--- src/rtl/idct_1d_column1.sv ---
// One-dimensional 8-point IDCT column stage. Only Y0..Y3 are used.
// Two register stages: S1 holds the even/odd terms and S2 the saturated samples.
// Both stages advance together under a single enable. That enable also drives in_ready.
module idct_1d_column1 (
    input  logic        clk,
    input  logic        rst,
    input  logic        in_valid,
    output logic        in_ready,
    input  logic [79:0] in_coef,
    input  logic [2:0]  count1,
    output logic        out_valid,
    input  logic        out_ready,
    output logic [71:0] out_pix,
    output logic        out_last,
    output logic        out_sat
);

    localparam int unsigned CW = 10;   // coefficient width
    localparam int unsigned IW = 14;   // intermediate width
    localparam int unsigned PW = 9;    // output sample width
    localparam int unsigned NT = 4;    // even/odd term count

    localparam logic signed [IW-1:0] PIX_MAX = 14'sd255;
    localparam logic signed [IW-1:0] PIX_MIN = -14'sd256;
    localparam logic [2:0]           HI_GAIN_ROW = 3'b010;

    // Pipeline state
    logic                 s1_valid_q;
    logic signed [IW-1:0] e_q [NT];
    logic signed [IW-1:0] o_q [NT];
    logic                 out_valid_q;
    logic [71:0]          out_pix_q;
    logic                 out_sat_q;
    logic [2:0]           col_q;

    // Next-state values
    logic signed [IW-1:0] e_d [NT];
    logic signed [IW-1:0] o_d [NT];
    logic [71:0]          pix_d;
    logic                 sat_d;

    logic                 en;
    logic signed [IW-1:0] y0, y1, y2, y3, dc;
    logic [CW-1:0]        y0_raw, y1_raw, y2_raw, y3_raw;

    // Y4..Y7 are carried on the bus but never used by this stage.
    logic unused_coef;
    assign unused_coef = ^in_coef[39:0];

    assign en        = !out_valid_q || out_ready;
    assign in_ready  = en;
    assign out_valid = out_valid_q;
    assign out_pix   = out_pix_q;
    assign out_sat   = out_sat_q;
    assign out_last  = out_valid_q && (col_q == 3'd7);

    assign y0_raw = in_coef[79:70];
    assign y1_raw = in_coef[69:60];
    assign y2_raw = in_coef[59:50];
    assign y3_raw = in_coef[49:40];

    // S1: sign-extend the coefficients and form the even and odd butterfly terms
    always_comb begin
        y0 = IW'($signed(y0_raw));
        y1 = IW'($signed(y1_raw));
        y2 = IW'($signed(y2_raw));
        y3 = IW'($signed(y3_raw));
        dc = (count1 == HI_GAIN_ROW) ? (y0 <<< 2) : y0;

        e_d[0] = dc + y2;
        e_d[1] = dc + (y2 >>> 1);
        e_d[2] = dc - (y2 >>> 1);
        e_d[3] = dc - y2;

        o_d[0] = y1 + y3;
        o_d[1] = y1 - (y3 >>> 1);
        o_d[2] = (y1 >>> 1) - y3;
        o_d[3] = (y1 >>> 2) - (y3 >>> 1);
    end

    // S2: output butterfly, clipping every sample to the 9-bit signed range
    always_comb begin
        logic signed [IW-1:0] sum;
        logic signed [IW-1:0] dif;
        pix_d = '0;
        sat_d = 1'b0;
        sum   = '0;
        dif   = '0;
        for (int n = 0; n < NT; n++) begin
            sum = e_q[n] + o_q[n];
            dif = e_q[n] - o_q[n];
            if (sum > PIX_MAX) begin
                pix_d[(7-n)*PW +: PW] = PW'(PIX_MAX);
                sat_d = 1'b1;
            end else if (sum < PIX_MIN) begin
                pix_d[(7-n)*PW +: PW] = PW'(PIX_MIN);
                sat_d = 1'b1;
            end else begin
                pix_d[(7-n)*PW +: PW] = PW'(sum);
            end
            if (dif > PIX_MAX) begin
                pix_d[n*PW +: PW] = PW'(PIX_MAX);
                sat_d = 1'b1;
            end else if (dif < PIX_MIN) begin
                pix_d[n*PW +: PW] = PW'(PIX_MIN);
                sat_d = 1'b1;
            end else begin
                pix_d[n*PW +: PW] = PW'(dif);
            end
        end
    end

    // Pipeline registers: both stages shift together when en, otherwise hold
    always_ff @(posedge clk or posedge rst) begin
        if (rst) begin
            s1_valid_q  <= 1'b0;
            out_valid_q <= 1'b0;
            out_pix_q   <= '0;
            out_sat_q   <= 1'b0;
            for (int n = 0; n < NT; n++) begin
                e_q[n] <= '0;
                o_q[n] <= '0;
            end
        end else if (en) begin
            s1_valid_q  <= in_valid;
            out_valid_q <= s1_valid_q;
            out_pix_q   <= pix_d;
            out_sat_q   <= sat_d;
            for (int n = 0; n < NT; n++) begin
                e_q[n] <= e_d[n];
                o_q[n] <= o_d[n];
            end
        end
    end

    // Column counter advances on each output transfer and wraps 7 -> 0
    always_ff @(posedge clk or posedge rst) begin
        if (rst) begin
            col_q <= 3'd0;
        end else if (out_valid_q && out_ready) begin
            col_q <= col_q + 3'd1;
        end
    end

endmodule

--- config.mk ---
export PLATFORM = sky130hd
export DESIGN_NAME = idct_1d_column1
export DESIGN_NICKNAME = d
export VERILOG_FILES = /design/src/rtl/idct_1d_column1.sv
export SDC_FILE = /design/constraint.sdc
export NUM_CORES = 1
export LEC_CHECK = 0
export ABC_AREA = 1
export CAP_MARGIN = 20
export CORE_AREA = 2 2 282 145
export CTS_CLUSTER_DIAMETER = 40
export DETAILED_ROUTE_END_ITERATION = 10
export DIE_AREA = 0 0 284 147
export PLACE_DENSITY = 0.63
export SLEW_MARGIN = 20
export SYNTH_ARGS = -nofsm -noshare
export SYNTH_HDL_FRONTEND = slang
export SYNTH_SLANG_ARGS = --single-unit
export TNS_END_PERCENT = 20
--- constraint.sdc ---
create_clock -name clk -period 4.94 [get_ports clk]
set_input_delay 0.494 -clock clk [delete_from_list [all_inputs] [get_ports clk]]
set_output_delay 0.494 -clock clk [all_outputs]
set_load 0.05 [all_outputs]
* After elaboration in Yosys (flattened, before gate mapping)
Index checks and enable logic that the tools add are counted.
W data, S select, Z words.
** Word-level totals
- Register bits after elaboration :: 190
- Memories :: 0
- Latch bits :: 0
- Memory bits (writable) :: 0
- ROM bits :: 0
- Output and inout bits :: 76
** Operators by class
- $mul :: 0
- Shifts and indexed selects :: 0
- Add/subtract/negate cells :: 17
- Muxes and demuxes :: 33
- Equal/unequal tests :: 2
- Reductions and logical operators :: 4
- Div/mod/pow operators :: 0
- Bitwise gates (word level) :: 0
- Order comparisons :: 16
** Operators with widths (number)
- $mux W9 :: 16
- $gt A14 B9 Y1 const B :: 8
- $lt A14 B9 Y1 const B :: 8
- $add A14 B14 Y14 :: 4
- $sub A14 B14 Y14 :: 4
- $mux W1 :: 16
- $add A12 B10 Y13 :: 1
- $add A12 B9 Y13 :: 1
- $sub A12 B10 Y13 :: 1
- $sub A12 B9 Y13 :: 1
- $add A10 B10 Y11 :: 1
- $mux W11 :: 1
- $sub A10 B9 Y11 :: 1
- $sub A9 B10 Y11 :: 1
- $sub A8 B9 Y10 :: 1
- $add A3 B1 Y3 const B :: 1
- $eq A3 B2 Y1 const B :: 1
- $eq A3 B3 Y1 const B :: 1
- $logic_and A1 B1 Y1 :: 2
- $logic_not A1 Y1 :: 1
- $logic_or A1 B1 Y1 :: 1

* Depth between registers and ports, before layout
- Depth after elaboration :: 18
- Gate-level depth with buffers :: 22
- Depth with buffers taken out :: 21

* Worst setup path before layout
No wires, ideal clock.
- Kind :: input to register
- Start point :: input port count1[0]
- End point :: register e_q[11] in the netlist's numbering
- Data arrival time :: 3165 ps
- Required time :: 4807 ps
- Path buffers :: 2
- Setup time :: 133 ps
- Path slack :: 1642 ps
- Stages on the path :: 15
- Cells stage by stage :: or3b_2 -> clkbuf_1 -> clkbuf_1 -> nand2_1 -> inv_1 -> ha_1 -> inv_1 -> o31ai_1 -> inv_1 -> o221ai_1 -> a21oi_1 -> o21a_1 -> o21ai_0 -> xor2_1 -> o21ai_0
** Between the ends
- Cells in the longest elaborated chain, start to end :: 3
** Ends and longest elaborated chain
- from (decl) :: line 10 : input logic [2:0] count1,
- $eq A3 B2 Y1 :: line 68 : dc = (count1 == HI_GAIN_ROW) ? (y0 <<< 2) : y0;
- $mux W11 :: line 68
- $sub A12 B10 Y13 :: line 73 : e_d[3] = dc - y2;
- to (signal, indexed assignment) :: line 130 : e_q[n] <= e_d[n];
- to (decl) :: line 29 : logic signed [IW-1:0] e_q [NT];
No other way between the ends.
A chain may end at the register's enable or synchronous reset.

* Worst setup path after layout
- Start point :: input port count1[1]
- End point :: register e_q[11] in the netlist's numbering
Same word-level chain as after synthesis.

==> impl_results.md <==
- Post-DP Area: 17200 sq um
- Antenna-violating nets left: 0
- Die width: 284 um
- Crit path max fanout: 18
- Yosys warning total: 0
- CTS tree: built
- RSZ-0062 raised after global routing: no
- Clock sinks: 171
- Drt first-iter violations: 1465
- Area delta synth->final: 14.5%
- Finished Cell Area: 17800 sq um
- Root Driver: clkbuf_16
- Avg Inst Size Synth: 7.08 sq um
- Worst-path clk slew: 0.08 ns
- Place WS: 0.808 ns
- Filler instances: 4091
- Vias: 14900
- Kind of critical path: primary input to flop
- PostCTS Resize Cnt: 0
- Status: complete, no violations
- Global-route wire length before repair: 79100 um
- Clock buffer depth: 2
- Routability congestion estimate from global placement: 0.940
- Actual slew at the worst max-slew pin: 0.969 ns
- Initial core utilization: 39.3%
- Slew headroom: 35.4%
- Fin util: 44.9%
- Max Clock Skew: 0.0115 ns
- Crit path launch type: primary input
- Distinct cell type count after synthesis: 53
- Share of Yosys cell area claimed by the top area cell type: 27.5%
- Post-synthesis sequential area ratio: 27.5%
- Syn Nets: 2475
- Die height: 147 um
- Drt wl/cell: 17.8 um
- Cell count after synthesis: 2194
- Ant diodes: 0
- Drt total wl: 50400 um
- Worst Path Buf+Inv: 4
- Drt via density: 5.27
- Lkg Pwr: 8.80 nW
- Total Nets Final: 2557
- Post-DP HPWL: 40300 um
- Hold-fix buffers, CTS: 0
- #FFs+latches synth: 171
- Initial antenna violation count: 2
- CP Cell Sequence: clkdlybuf4s50_1 > or3b_2 > nand2_1 > inv_1 > ha_1 > inv_1 > o31ai_1 > inv_1 > o221ai_1 > a21oi_1 > o21a_1 > o21ai_0 > xor2_1 > o21ai_0
- Vias in the first global route: 13800
- Max Fclk: 0.273 GHz
- Post-synth top area cell: dfrtp_1
- Hold Path Class: flop to flop
- Setup ws final: 1.27 ns
- Required @ worst endpoint: 5.26 ns
- Synth area leaders: dfrtp_1 (28%), ha_1 (14%), nand2_1 (11%)
- Maximum number of pins on one net before global-route repair: 172
- Overflow after GRT: 0
- Share of cells above drive strength 1: 5.16%
- Detailed Routing Iterations Pass 1: 5
- CP dominant cell by count: inv_1
- Min Tclk post-route: 3.67 ns
- Slowest stage cell, crit path: or3b_2
- Quantity of I/O buffers inserted on ports: 122
- Placed Cells: 2797
- Delay of the slowest critical-path stage: 0.63 ns
- Die Area: 41700 sq um
- TritonCTS Buffers: 17
- Setup Buffers After CTS: 0
- Synth Cell Area: 15500 sq um
- Pwr Density: 579 nW/um^2
- Final period util: 74.3%
- Worst vdd rail ir drop: 0.000282 V
- Row count: 52
- Residual DRC count: 0
- Max Cap Viol: 0
- Worst skew pair latency: 0.47 ns
- Post-route insts no fill: 2828
- Critical Path End Type: flop
- Core ar.: 39600 sq um
- Setup TNS: 0 ns
- CP arrival: 3.98 ns
- I/O pin count: 163
- Final Max Tran Viols: 0
- Setup violators final: 0
- # H-tree levels: 4
- Fin. Hold Viols: 0
- GRT Overall Usage: 24.4%
- Crit path max-delay family: compound AO/OA/AOI/OAI gates
[stage by stage]
| step | hold slack [ns] | power (mW) |
|---|---|---|
| after global routing | 0.492 | 11.1 |
| after floorplan | 0.420 | 6.84 |
| final | 0.458 | 10.3 |
| after detailed placement | 0.434 | 8.72 |
| after CTS | 0.459 | 10.2 |
| after global placement | 0.431 | 8.64 |
[cell families after synthesis]
family,share of synthesized area [%]
AND/OR/NAND/NOR,26.2
AO/OA/AOI/OAI,15.5
buffers and inverters,9.38
adder cells (fa/ha/maj),16.4
flip-flops,27.5
XOR/XNOR,4.85
multiplexers,0.217
[registers in the layout, summed over array words and instances, names as in the netlist]
| register | count |
|---|---|
| out_valid | 1 |
| s1_valid_q | 1 |
| out_pix | 72 |
| col_q | 3 |
| out_sat | 1 |
| e_q | 50 |
| o_q | 43 |
[where the power goes]
group          leakage [nW]  switching (mW)  internal (mW)
registers              1.95           0.389           1.85
clock network         0.298           0.660          0.813
logic                  6.56            4.48           2.10
total                  8.80            5.53           4.76
[layout make-up]
class	instances	area (sq um)	share of cell area, %
clock buffer	18	439	2.47
clock inverter	13	168	0.943
inverter	301	1140	6.39
multi-input combinational	1659	9810	55.2
sequential	171	4280	24.1
tap	540	676	3.80
timing repair buffer	126	1280	7.18
[Yosys cell counts (all sizes together)]
cell type,n
a211oi,2
a21o,3
a21oi,171
a221oi,3
a22oi,5
a31oi,22
and2,4
buf,22
clkbuf,41
dfrtp,171
fa,16
ha,178
inv,301
mux2,3
nand2,485
nand2b,1
nand3,141
nand3b,8
nand4,38
nor2,223
nor3,25
nor3b,1
nor4,1
o211ai,3
o21a,4
o21ai,176
o21bai,23
o221ai,3
o22ai,9
o31ai,6
or2,18
or3b,1
xnor2,4
xor2,82
[cells in the final DEF (no fill, tap or decap), types with 5 or more instances in the layout]
cell type,n
a21oi_1,159
a21oi_2,11
a31oi_1,22
clkbuf_16,17
clkdlybuf4s50_1,122
dfrtp_1,171
fa_1,16
ha_1,178
inv_1,281
inv_2,18
nand2_1,472
nand2_2,11
nand3_1,138
nand3b_1,8
nand4_1,38
nor2_1,214
nor2_2,5
nor3_1,22
o21ai_0,161
o21ai_1,14
o21bai_1,22
o22ai_1,9
o31ai_1,6
or2_2,15
xor2_1,82
[routing by layer]
metal | global-route usage (%) | up-vias | wire length (um)
met5 | 0 | - | 13
met4 | 5.18 | 2 | 664
met3 | 7.05 | 37 | 5100
met2 | 30.0 | 560 | 18100
met1 | 40.1 | 6987 | 26600
li1 | - | 7321 | -
[worst register-to-register path: stages, from the launching register on]
cell and delay (ns):
dfrtp_1 0.52, inv_1 0.20, ha_1 0.18, inv_1 0.12
fa_1 0.54, nand3_1 0.16, nand3_1 0.20, nand2_1 0.14
nand2_1 0.06, nand2_1 0.05, nand2_1 0.08, nor2_1 0.11
nand3_1 0.08, nand2_1 0.23, nand3_1 0.14, nor2_1 0.18
nand4_1 0.10, nor2_1 0.20, nand4_1 0.11, nand2_1 0.08
inv_1 0.04
[path summary, 6_finish.rpt]
path | end | cells after the start | from | slack [ns]
setup / recovery | e_q[11]$_DFFE_PP0P_ | 14 | count1[1] | 1.27
min in group asynchronous | out_pix[22]$_DFFE_PP0P_ | 3 | rst | 0.66
hold / removal | out_valid$_DFFE_PP0P_ | 2 | s1_valid_q$_DFFE_PP0P_ | 0.46
hold reg to reg | out_valid$_DFFE_PP0P_ | 2 | s1_valid_q$_DFFE_PP0P_ | 0.46
setup reg to reg | out_sat$_DFFE_PP0P_ | 20 | e_q[42]$_DFFE_PP0P_ | 1.30
max in group asynchronous | out_pix[59]$_DFFE_PP0P_ | 3 | rst | 3.59
Note: power is estimated with default switching activity, not from simulation.
